File: config.mk
export PLATFORM = sky130hd
export DESIGN_NAME = sd_cmd_sequencer_flat
export DESIGN_NICKNAME = d
export VERILOG_FILES = /design/src/rtl/sd_cmd_sequencer_if.sv /design/src/rtl/sd_cmd_sequencer.sv /design/src/flat_wrapper.sv
export SDC_FILE = /design/constraint.sdc
export NUM_CORES = 1
export LEC_CHECK = 0
export CAP_MARGIN = 30
export CORE_MARGIN = 8
export CORE_UTILIZATION = 30
export DETAILED_ROUTE_END_ITERATION = 10
export DONT_BUFFER_PORTS = 1
export PLACE_DENSITY_LB_ADDON = 0.15
export RECOVER_POWER = 25
export SLEW_MARGIN = 20
export SYNTH_ARGS = -nofsm -noshare
export SYNTH_HDL_FRONTEND = slang
export SYNTH_SLANG_ARGS = --single-unit
File: constraint.sdc
create_clock -name clk -period 4.2 [get_ports clk]
set_input_delay 0.84 -clock clk [delete_from_list [all_inputs] [get_ports clk]]
set_output_delay 0.84 -clock clk [all_outputs]
set_load 0.05 [all_outputs]
File: src/rtl/sd_cmd_sequencer_if.sv
// Byte-level handshake between the SD command sequencer and the SPI controller FIFOs.
interface sd_cmd_sequencer_if;
  logic       spi_wr;
  logic [7:0] spi_din;
  logic       spi_rd;
  logic [7:0] spi_dout;
  logic       spi_data_avail;
  logic       spi_buffer_full;

  modport master (
    output spi_wr, spi_din, spi_rd,
    input  spi_dout, spi_data_avail, spi_buffer_full
  );

  modport slave (
    input  spi_wr, spi_din, spi_rd,
    output spi_dout, spi_data_avail, spi_buffer_full
  );
endinterface

File: src/rtl/sd_cmd_sequencer.sv
// Frames a 6-byte SD SPI-mode command, drains its echo, then polls with 0xFF until an R1 arrives.
//   state     | meaning
//   IDLE      | waiting for start; inputs latched on accept
//   SEND      | pushing frame bytes B0..B5 into the TX FIFO
//   DRAIN_RD  | waiting for an echo byte, popping it
//   DRAIN_CAP | discarding the popped echo byte
//   POLL_TX   | pushing one 0xFF poll byte
//   POLL_RD   | waiting for the poll reply, popping it
//   POLL_CAP  | capturing the reply into resp, deciding finish/timeout/retry
//   FINISH    | done pulse, back to IDLE
module sd_cmd_sequencer #(
  parameter int unsigned POLL_MAX = 8
) (
  input  logic        clk,
  input  logic        rst,
  input  logic        start_i,
  input  logic [5:0]  cmd_idx_i,
  input  logic [31:0] cmd_arg_i,
  input  logic [6:0]  cmd_crc_i,
  output logic        busy_o,
  output logic        done_o,
  output logic [7:0]  resp_o,
  output logic        timeout_o,
  sd_cmd_sequencer_if.master spi
);

  localparam logic [7:0] POLL_MAX_B = 8'(POLL_MAX);

  typedef enum logic [2:0] {
    IDLE, SEND, DRAIN_RD, DRAIN_CAP, POLL_TX, POLL_RD, POLL_CAP, FINISH
  } state_t;

  state_t      state_q;
  logic [2:0]  tx_idx_q;
  logic [2:0]  rx_cnt_q;
  logic [7:0]  poll_cnt_q;
  logic [5:0]  idx_q;
  logic [31:0] arg_q;
  logic [6:0]  crc_q;
  logic        busy_q;
  logic        done_q;
  logic [7:0]  resp_q;
  logic        timeout_q;

  logic [7:0]  frame_byte_d;
  logic        wr_d;
  logic        rd_d;

  always_comb begin
    frame_byte_d = 8'h00;
    case (tx_idx_q)
      3'd0:    frame_byte_d = {2'b01, idx_q};
      3'd1:    frame_byte_d = arg_q[31:24];
      3'd2:    frame_byte_d = arg_q[23:16];
      3'd3:    frame_byte_d = arg_q[15:8];
      3'd4:    frame_byte_d = arg_q[7:0];
      3'd5:    frame_byte_d = {crc_q, 1'b1};
      default: frame_byte_d = 8'h00;
    endcase
  end

  // FIFO strobes are gated by the live flags so a full/empty FIFO is never touched.
  assign wr_d = ((state_q == SEND) || (state_q == POLL_TX)) && !spi.spi_buffer_full;
  assign rd_d = ((state_q == DRAIN_RD) || (state_q == POLL_RD)) && spi.spi_data_avail;

  assign spi.spi_wr  = wr_d;
  assign spi.spi_rd  = rd_d;
  assign spi.spi_din = (state_q == POLL_TX) ? 8'hFF :
                       (state_q == SEND)    ? frame_byte_d : 8'h00;

  assign busy_o    = busy_q;
  assign done_o    = done_q;
  assign resp_o    = resp_q;
  assign timeout_o = timeout_q;

  always_ff @(posedge clk or posedge rst) begin
    if (rst) begin
      state_q    <= IDLE;
      tx_idx_q   <= '0;
      rx_cnt_q   <= '0;
      poll_cnt_q <= '0;
      idx_q      <= '0;
      arg_q      <= '0;
      crc_q      <= '0;
      busy_q     <= 1'b0;
      done_q     <= 1'b0;
      resp_q     <= '0;
      timeout_q  <= 1'b0;
    end else begin
      done_q <= 1'b0;
      case (state_q)
        IDLE: begin
          if (start_i) begin
            idx_q      <= cmd_idx_i;
            arg_q      <= cmd_arg_i;
            crc_q      <= cmd_crc_i;
            timeout_q  <= 1'b0;
            resp_q     <= '0;
            tx_idx_q   <= '0;
            rx_cnt_q   <= '0;
            poll_cnt_q <= '0;
            busy_q     <= 1'b1;
            state_q    <= SEND;
          end
        end
        SEND: begin
          if (!spi.spi_buffer_full) begin
            if (tx_idx_q == 3'd5) state_q  <= DRAIN_RD;
            else                  tx_idx_q <= tx_idx_q + 3'd1;
          end
        end
        DRAIN_RD: begin
          if (spi.spi_data_avail) state_q <= DRAIN_CAP;
        end
        DRAIN_CAP: begin
          if (rx_cnt_q != 3'd6) rx_cnt_q <= rx_cnt_q + 3'd1;
          state_q <= (rx_cnt_q >= 3'd5) ? POLL_TX : DRAIN_RD;
        end
        POLL_TX: begin
          if (!spi.spi_buffer_full) begin
            if (poll_cnt_q != 8'hFF) poll_cnt_q <= poll_cnt_q + 8'd1;
            state_q <= POLL_RD;
          end
        end
        POLL_RD: begin
          if (spi.spi_data_avail) state_q <= POLL_CAP;
        end
        POLL_CAP: begin
          resp_q <= spi.spi_dout;
          if (!spi.spi_dout[7]) begin
            done_q  <= 1'b1;
            busy_q  <= 1'b0;
            state_q <= FINISH;
          end else if (poll_cnt_q >= POLL_MAX_B) begin
            timeout_q <= 1'b1;
            done_q    <= 1'b1;
            busy_q    <= 1'b0;
            state_q   <= FINISH;
          end else begin
            state_q <= POLL_TX;
          end
        end
        FINISH:  state_q <= IDLE;
        default: state_q <= IDLE;
      endcase
    end
  end

endmodule

File: src/flat_wrapper.sv
// flat-port wrapper written by rule: the top's interface ports become plain ports
module sd_cmd_sequencer_flat 
#(
  parameter int unsigned POLL_MAX = 8
)
  (clk, rst, start_i, cmd_idx_i, cmd_arg_i, cmd_crc_i, busy_o, done_o, resp_o, timeout_o, spi_spi_wr, spi_spi_din, spi_spi_rd, spi_spi_dout, spi_spi_data_avail, spi_spi_buffer_full);
  sd_cmd_sequencer_if spi_i ();
  input  logic clk;
  input  logic rst;
  input  logic start_i;
  input  logic [5:0] cmd_idx_i;
  input  logic [31:0] cmd_arg_i;
  input  logic [6:0] cmd_crc_i;
  output logic busy_o;
  output logic done_o;
  output logic [7:0] resp_o;
  output logic timeout_o;
  output wire logic [$bits(spi_i.spi_wr)-1:0] spi_spi_wr;
  output wire logic [$bits(spi_i.spi_din)-1:0] spi_spi_din;
  output wire logic [$bits(spi_i.spi_rd)-1:0] spi_spi_rd;
  input wire logic [$bits(spi_i.spi_dout)-1:0] spi_spi_dout;
  input wire logic [$bits(spi_i.spi_data_avail)-1:0] spi_spi_data_avail;
  input wire logic [$bits(spi_i.spi_buffer_full)-1:0] spi_spi_buffer_full;
  assign spi_spi_wr = spi_i.spi_wr;
  assign spi_spi_din = spi_i.spi_din;
  assign spi_spi_rd = spi_i.spi_rd;
  assign spi_i.spi_dout = spi_spi_dout;
  assign spi_i.spi_data_avail = spi_spi_data_avail;
  assign spi_i.spi_buffer_full = spi_spi_buffer_full;
  sd_cmd_sequencer #(.POLL_MAX(POLL_MAX)) u_core (.clk(clk), .rst(rst), .start_i(start_i), .cmd_idx_i(cmd_idx_i), .cmd_arg_i(cmd_arg_i), .cmd_crc_i(cmd_crc_i), .busy_o(busy_o), .done_o(done_o), .resp_o(resp_o), .timeout_o(timeout_o), .spi(spi_i));
endmodule
==> out/results.txt, run 1 <==
CP bufs+invs: 2
Maximum vdd ir drop: 0.206 mV
Via count: 2793
Fmax: 0.312 GHz
Post-DP Area: 0.00379 mm^2
CTS max path bufs: 2
Routability cong.: 0.784
Fin area: 0.00410 mm^2
Max Fanout on Critical Path: 12
Number of nets in the layout: 468
Mapped Nets: 469
RSZ-0062 raised after global routing: false
Initial antenna violation count: 0
Vias in the first global route: 2832
PortBufs: 0
FP Rows: 40
CTS tree: yes
Critical path class: reg2out
Max-cap viol count: 0
DRC: 0
Logic gate share of total power: 38.3%
Ranking of synthesized cells by area: dfrtp_1 (50%), nand2_1 (15%), ha_1 (3.4%)
Syn-to-layout area delta: 11.8%
Hold_sp: u_core.arg_q[22]
Worst reg2reg path startpoint: u_core.state_q[2]
GRT Util Overall: 12.7%
P_int: 0.00190 W
Syn avg cell area: 9.13 um^2
Sw Ratio: 43.3%
Vias per cell: 5.07
Maximum number of pins on one net before global-route repair: 53
Post-synth EDFFs: 0
Routed WL per cell: 17.6 um
Post_cts resized: 0
CP Launch Point: u_core.tx_idx_q[2]
Outcome: finished clean
Worst reg2reg path endpoint: u_core.tx_idx_q[1]
Die Height: 126 um
Fin. max-slew vios: 0
Layout cell share with drive strength beyond 1: 11.1%
Tmin final: 3.21 ns
Most frequent cell after synthesis: nand2_1
Diodes inserted: 0
Fillers: 1192
FFs w/ async S/R, synth: 100%
Setup TNS Final: 0 ns
Worst R2R Setup Slack: 2.08 ns
Total grt overflow: 0
Clock Tree Root: clkbuf_16
Reg clk slew, reported paths: 0.06 ns
First-pass GRT wire length: 16000 um
CP delay by family, top: compound AO/OA/AOI/OAI gates
Hold Crit Class: reg2reg
Hold WS: 0.477 ns
Sequential fraction of the synthesis area: 49.9%
CTS Hold Buffers Added: 0
Ports: 79
Critical Path End Type: primary output
Primary FF master, synth: dfrtp_1
Final setup viols: 0
First-pass DRT Iterations: 5
P_leak: 1.97 nW
Slowest library cell on the worst path: dfrtp_1
Final Cycle Share: 76.4%
WP depth: 5
Crit-path cells: inv_1 -> ha_1 -> o41ai_1 -> o21ai_1 -> buf_4
Initial core utilization: 30.6%
Post-Syn Area: 0.00366 mm^2
PD cells: 820 mW/mm^2
CP arrival: 2.37 ns
Worst-Margin Slew: 1.21 ns
Clock sinks: 73
Setup Buffers After CTS: 0
Critical path startpoint category: flop
Sequential Power Share: 38.3%
Routed wire length: 9720 um
Core area: 0.0120 mm^2
Clock latency on the worst-skew pair: 0.34 ns
Post-synthesis cell count: 401
Layout Skew: 0.00668 ns
Utilization after layout: 34.2%
Largest area contributor in the netlist: dfrtp_1
Synth Register Bits: 73
Slew HR: 19.3%
Syn. warnings: 0
Die area: 0.0160 mm^2
Fin. Hold Viols: 0
Post-route ant nets: 0
Die Wd: 126 um
Worst-case reg-to-reg path depth: 4
Sw Pwr: 0.00146 W
Crit path required time: 3.36 ns
CP peak stage delay: 0.63 ns
1st-iter DRT viols: 216
Post-synth top cells: nand2_1 (149), dfrtp_1 (73), a21oi_1 (16), o21ai_0 (16), inv_1 (11)
Worst setup path endpoint: spi_spi_din[0]
CTS buffer count: 9
Post-synth cell types: 48
HPWL after DPL: 7090 um
Clock Power Share: 23.4%
H-tree levels: 3
Synth top area share: 49.9%
-- power by group through the flow --
| stage | clock (W) | combinational, W | sequential [W] |
|---|---|---|---|
| 2_1_floorplan | 0 | 0.00108 | 0.00117 |
| 3_3_place_gp | 0 | 0.00129 | 0.00131 |
| 3_5_place_dp | 0 | 0.00131 | 0.00129 |
| 4_1_cts | 0.000807 | 0.00131 | 0.00128 |
| 5_1_grt | 0.000837 | 0.00143 | 0.00132 |
| 6_report | 0.000785 | 0.00129 | 0.00129 |
-- stage by stage --
| stage | setup WS [ns] | cells | power (W) |
|---|---|---|---|
| after CTS | 0.974 | 551 | 0.00340 |
| after detailed placement | 1.35 | 536 | 0.00260 |
| after global routing | 0.779 | 551 | 0.00359 |
| final | 0.990 | 551 | 0.00336 |
| after floorplan | 0.955 | 401 | 0.00225 |
| after global placement | 1.42 | 536 | 0.00259 |
-- worst min-delay path, cell delays in order (launching register included) --
cell	delay (ns)
dfrtp_1	0.34
nand2_1	0.05
nand2_1	0.06
-- registers in the layout, summed over array words and instances, names as in the netlist --
signal             flops
u_core.idx_q           6
u_core.state_q         3
u_core.poll_cnt_q      8
u_core.crc_q           7
u_core.arg_q          32
u_core.rx_cnt_q        3
u_core.tx_idx_q        3
u_core.timeout_o       1
u_core.resp_o          8
u_core.done_o          1
u_core.busy_o          1
-- cells by family after synthesis --
family | Yosys count | share of synthesized area (%)
buffers and inverters | 36 | 5.26
multiplexers | 11 | 3.25
AND/OR/NAND/NOR | 188 | 21.7
adder cells (fa/ha/maj) | 10 | 3.42
flip-flops | 73 | 49.9
AO/OA/AOI/OAI | 83 | 16.5
-- worst min-delay path by stage --
stage	endpoint	slack, ns	depth (start not counted)
final	u_core.arg_q[22]	0.48	2
after global routing	u_core.arg_q[22]	0.51	2
after CTS	u_core.arg_q[22]	0.48	2
after detailed placement	u_core.crc_q[1]	0.46	2
after global placement	u_core.arg_q[21]	0.46	2
after floorplan	u_core.arg_q[0]	0.44	2
-- layout make-up --
| type | count | area [um^2] | area share, % |
|---|---|---|---|
| repair buffers | 13 | 93.8 | 2.29 |
| clock buffers | 11 | 253 | 6.17 |
| well taps | 147 | 184 | 4.49 |
| inverters | 11 | 41.3 | 1.01 |
| clock inverters | 4 | 52.6 | 1.28 |
| multi-input cells | 292 | 1640 | 40.1 |
| flip-flops and latches | 73 | 1830 | 44.6 |
-- metal layers --
layer | vias up | GRT usage [%] | wire length (um)
li1 | 1378 | - | -
met2 | 56 | 19.1 | 4380
met3 | 13 | 2.93 | 436
met4 | 0 | 7.22 | 227
met5 | - | 0 | 0
met1 | 1346 | 16.6 | 4680
-- cells in the final DEF (no fill, tap or decap), drive strengths merged, types with 2 or more instances in the layout --
cell type and instances:
a221oi 6, and4 2, o21ai 16, and2 2, o32ai 3, nor2 12, clkinv 3, ha 10
clkbuf 12, and3 4, mux2 7, nand2 149, buf 12, a22o 8, or4 5, nor3 4
o31ai 5, o21a 3, dfrtp 73, a31oi 4, mux2i 4, nand3 3, nand4 2, o41ai 2
a31o 2, inv 11, a32oi 2, a22oi 6, a21oi 16
Power figures use the tool's default switching activity.
==> run 2, diff against run 1 <==
==> constraint.sdc (replaced) <==
create_clock -name clk -period 3.3 [get_ports clk]
set_input_delay 0.66 -clock clk [delete_from_list [all_inputs] [get_ports clk]]
set_output_delay 0.66 -clock clk [all_outputs]
set_load 0.05 [all_outputs]
==> run 2 against run 1 <==
Against the previous run:
- worst hold slack got worse by 0.057 ns
- cell area barely moved
- register-to-register slack got worse by 0.87 ns
- utilization barely moved
- power rose by 27%
- via count increased by 3.1%
- highest routed layer unchanged
==> out/results.txt, run 2 (synthesis results as in run 1) <==
Max-cap viol count: 0 (unchanged)
Power Total: 0.00428 W (+27%)
Diodes inserted: 0 (unchanged)
Commonest non-fill, non-tap cell in the layout: nand2_1
Fin. Hold Viols: 0 (unchanged)
PD cells: 1040 mW/mm^2 (+27%)
CTS tree: yes
Total grt overflow: 0 (unchanged)
Ports: 79 (unchanged)
Layout Skew: 0.00775 ns (+0.00106 ns)
CTS max path bufs: 2 (unchanged)
HPWL after DPL: 7070 um (-0.27%)
Fin. max-slew vios: 0 (unchanged)
Clock Tree Root: clkbuf_16
Hold Crit Class: in2reg
Die Height: 126 um (unchanged)
Critical Path End Type: primary output
Met1 usage: 15.7% (-0.90 points)
Crit path required time: 2.64 ns (-0.72 ns)
Reg clk slew, reported paths: 0.06 ns (about the same)
CTS Hold Buffers Added: 0 (unchanged)
Logic gate share of total power: 39.0% (+0.7 points)
Final Cycle Share: 89.0%
Setup Buffers After CTS: 0 (unchanged)
CP peak stage delay: 0.48 ns (-0.15 ns)
Outcome: finished clean
Sw Pwr: 0.00187 W (+29%)
Top reg by flops: u_core.arg_q
Critical path class: reg2out
DRC: 0 (unchanged)
Most Crowded Layer GR: met2
CTS buffer count: 9 (unchanged)
Slowest library cell on the worst path: nor2b_1
Worst-Margin Slew: 1.15 ns (-0.0602 ns)
Tmin final: 2.94 ns
Core area: 0.0120 mm^2 (unchanged)
Post_cts resized: 0 (unchanged)
Clock sinks: 73 (unchanged)
First-pass GRT wire length: 16000 um (about the same)
Clock latency on the worst-skew pair: 0.34 ns (about the same)
Die Wd: 126 um (unchanged)
Hold WS: 0.420 ns (-0.0568 ns)
Final setup viols: 0 (unchanged)
GRT Util Overall: 12.7% (about the same)
Routed WL per cell: 17.9 um (+1.3%)
H-tree levels: 3 (unchanged)
PortBufs: 0 (unchanged)
Initial antenna violation count: 0 (unchanged)
Number of nets in the layout: 469 (+0.21%)
Max Fanout on Critical Path: 7 (-5)
Maximum number of pins on one net before global-route repair: 53 (unchanged)
Initial core utilization: 30.6% (unchanged)
Via count: 2879 (+3.1%)
Clock Power Share: 23.4% (about the same)
Sequential Power Share: 37.5% (-0.8 points)
Maximum vdd ir drop: 0.430 mV (+110%)
Die area: 0.0160 mm^2 (unchanged)
CP arrival: 2.28 ns (-0.09 ns)
Critical path startpoint category: flop
Layout cell share with drive strength beyond 1: 11.3% (+0.19 points)
Setup TNS Final: 0 ns (unchanged)
First-pass DRT Iterations: 4 (-1)
Largest register FFs: 32 (unchanged)
Slew HR: 23.4% (+4.0 points)
Routed wire length: 9880 um (+1.6%)
Fmax: 0.340 GHz
GR met3 Demand/Resource: 4.23% (+1.3 points)
P_leak: 1.98 nW (+0.12%)
Syn-to-layout area delta: 11.9% (about the same)
Vias per cell: 5.21 (+2.7%)
1st-iter DRT viols: 186 (-14%)
Most frequent cells in the layout: nand2_1 (149), dfrtp_1 (73), a21oi_1 (16), buf_4 (12), inv_1 (11)
FP Rows: 40 (unchanged)
RSZ-0062 raised after global routing: false
Post-route ant nets: 0 (unchanged)
Vias in the first global route: 2925 (+3.3%)
P_int: 0.00241 W (+26%)
Crit-path cells: inv_1 -> ha_1 -> nor2b_1 -> a222oi_1 -> a21boi_0 -> o21ai_1 -> buf_4
Sw Ratio: 43.8% (+0.43 points)
Routability cong.: 0.776 (-1.0%)
Grt met2 use: 20.4% (+1.3 points)
run 2: cell types whose count changed in the layout (fill, tap and decap cells not counted):
| cell | previous run | this run |
|---|---|---|
| inv_6 | 0 | 1 |
| clkinv_2 | 1 | 2 |
| clkbuf_8 | 2 | 1 |
| clkbuf_1 | 1 | 2 |
run 2: power groups by stage:
stage | sequential [W] | clock (W) | combinational, W
4_1_cts | 0.00160 | 0.00104 | 0.00170
6_report | 0.00161 | 0.00100 | 0.00167
2_1_floorplan | 0.00149 | 0 | 0.00137
3_5_place_dp | 0.00161 | 0 | 0.00169
3_3_place_gp | 0.00162 | 0 | 0.00166
5_1_grt | 0.00165 | 0.00108 | 0.00186
run 2: routing by layer:
layer,vias up,share of wire [%]
met1,1424,45
met3,9,4.4
met4,0,1.2
met2,64,49
li1,1382,-
met5,-,0
run 2: metrics by stage:
step	instance area, um^2	cells	utilization [%]	worst slack (ns)
final	4100	553	34.3	0.363
after floorplan	3660	401	-	0.235
after CTS	4110	553	34.3	0.370
after detailed placement	3800	537	31.8	0.746
after global placement	3800	537	31.8	0.839
after global routing	4100	553	34.3	0.223
run 2: worst max-delay path, delay by kind of cell, from the launching register on:
family | cells | cell delay (ns)
compound gates | 3 | 0.49
simple gates | 1 | 0.48
flops | 1 | 0.40
buf+inv | 2 | 0.36
fa+ha+maj | 1 | 0.21
run 2: layout make-up:
cell class | instances | area, um^2
timing repair buffer | 14 | 97.6
tap | 147 | 184
inverter | 11 | 41.3
sequential | 73 | 1830
clock buffer | 10 | 239
multi-input combinational | 292 | 1640
clock inverter | 6 | 66.3
fill | 1240 | 7860
run 2: worst paths after layout:
check                              startpoint            endpoint  slack [ns]  depth (start not counted)
min reg2reg                  u_core.arg_q[31]    u_core.arg_q[31]        0.47                          2
min                             cmd_arg_i[31]    u_core.arg_q[31]        0.42                          2
min in group asynchronous                 rst  u_core.rx_cnt_q[1]        0.51                          1
max in group asynchronous                 rst    u_core.resp_o[5]        1.48                          2
max reg2reg                 u_core.state_q[2]  u_core.tx_idx_q[0]        1.21                          4
max                        u_core.tx_idx_q[0]      spi_spi_din[3]        0.36                          7
==> run 3, diff against run 2 <==
--- a/config.mk
+++ b/config.mk
@@ -10,9 +10,9 @@
 export CORE_UTILIZATION = 30
 export DETAILED_ROUTE_END_ITERATION = 10
 export DONT_BUFFER_PORTS = 1
+export GPL_ROUTABILITY_DRIVEN = 1
 export PLACE_DENSITY_LB_ADDON = 0.15
 export RECOVER_POWER = 25
-export SLEW_MARGIN = 20
 export SYNTH_ARGS = -nofsm -noshare
 export SYNTH_HDL_FRONTEND = slang
 export SYNTH_SLANG_ARGS = --single-unit
==> results of run 3 <==
Same layout as run 2: the final DEF is identical, and so are final timing and power.
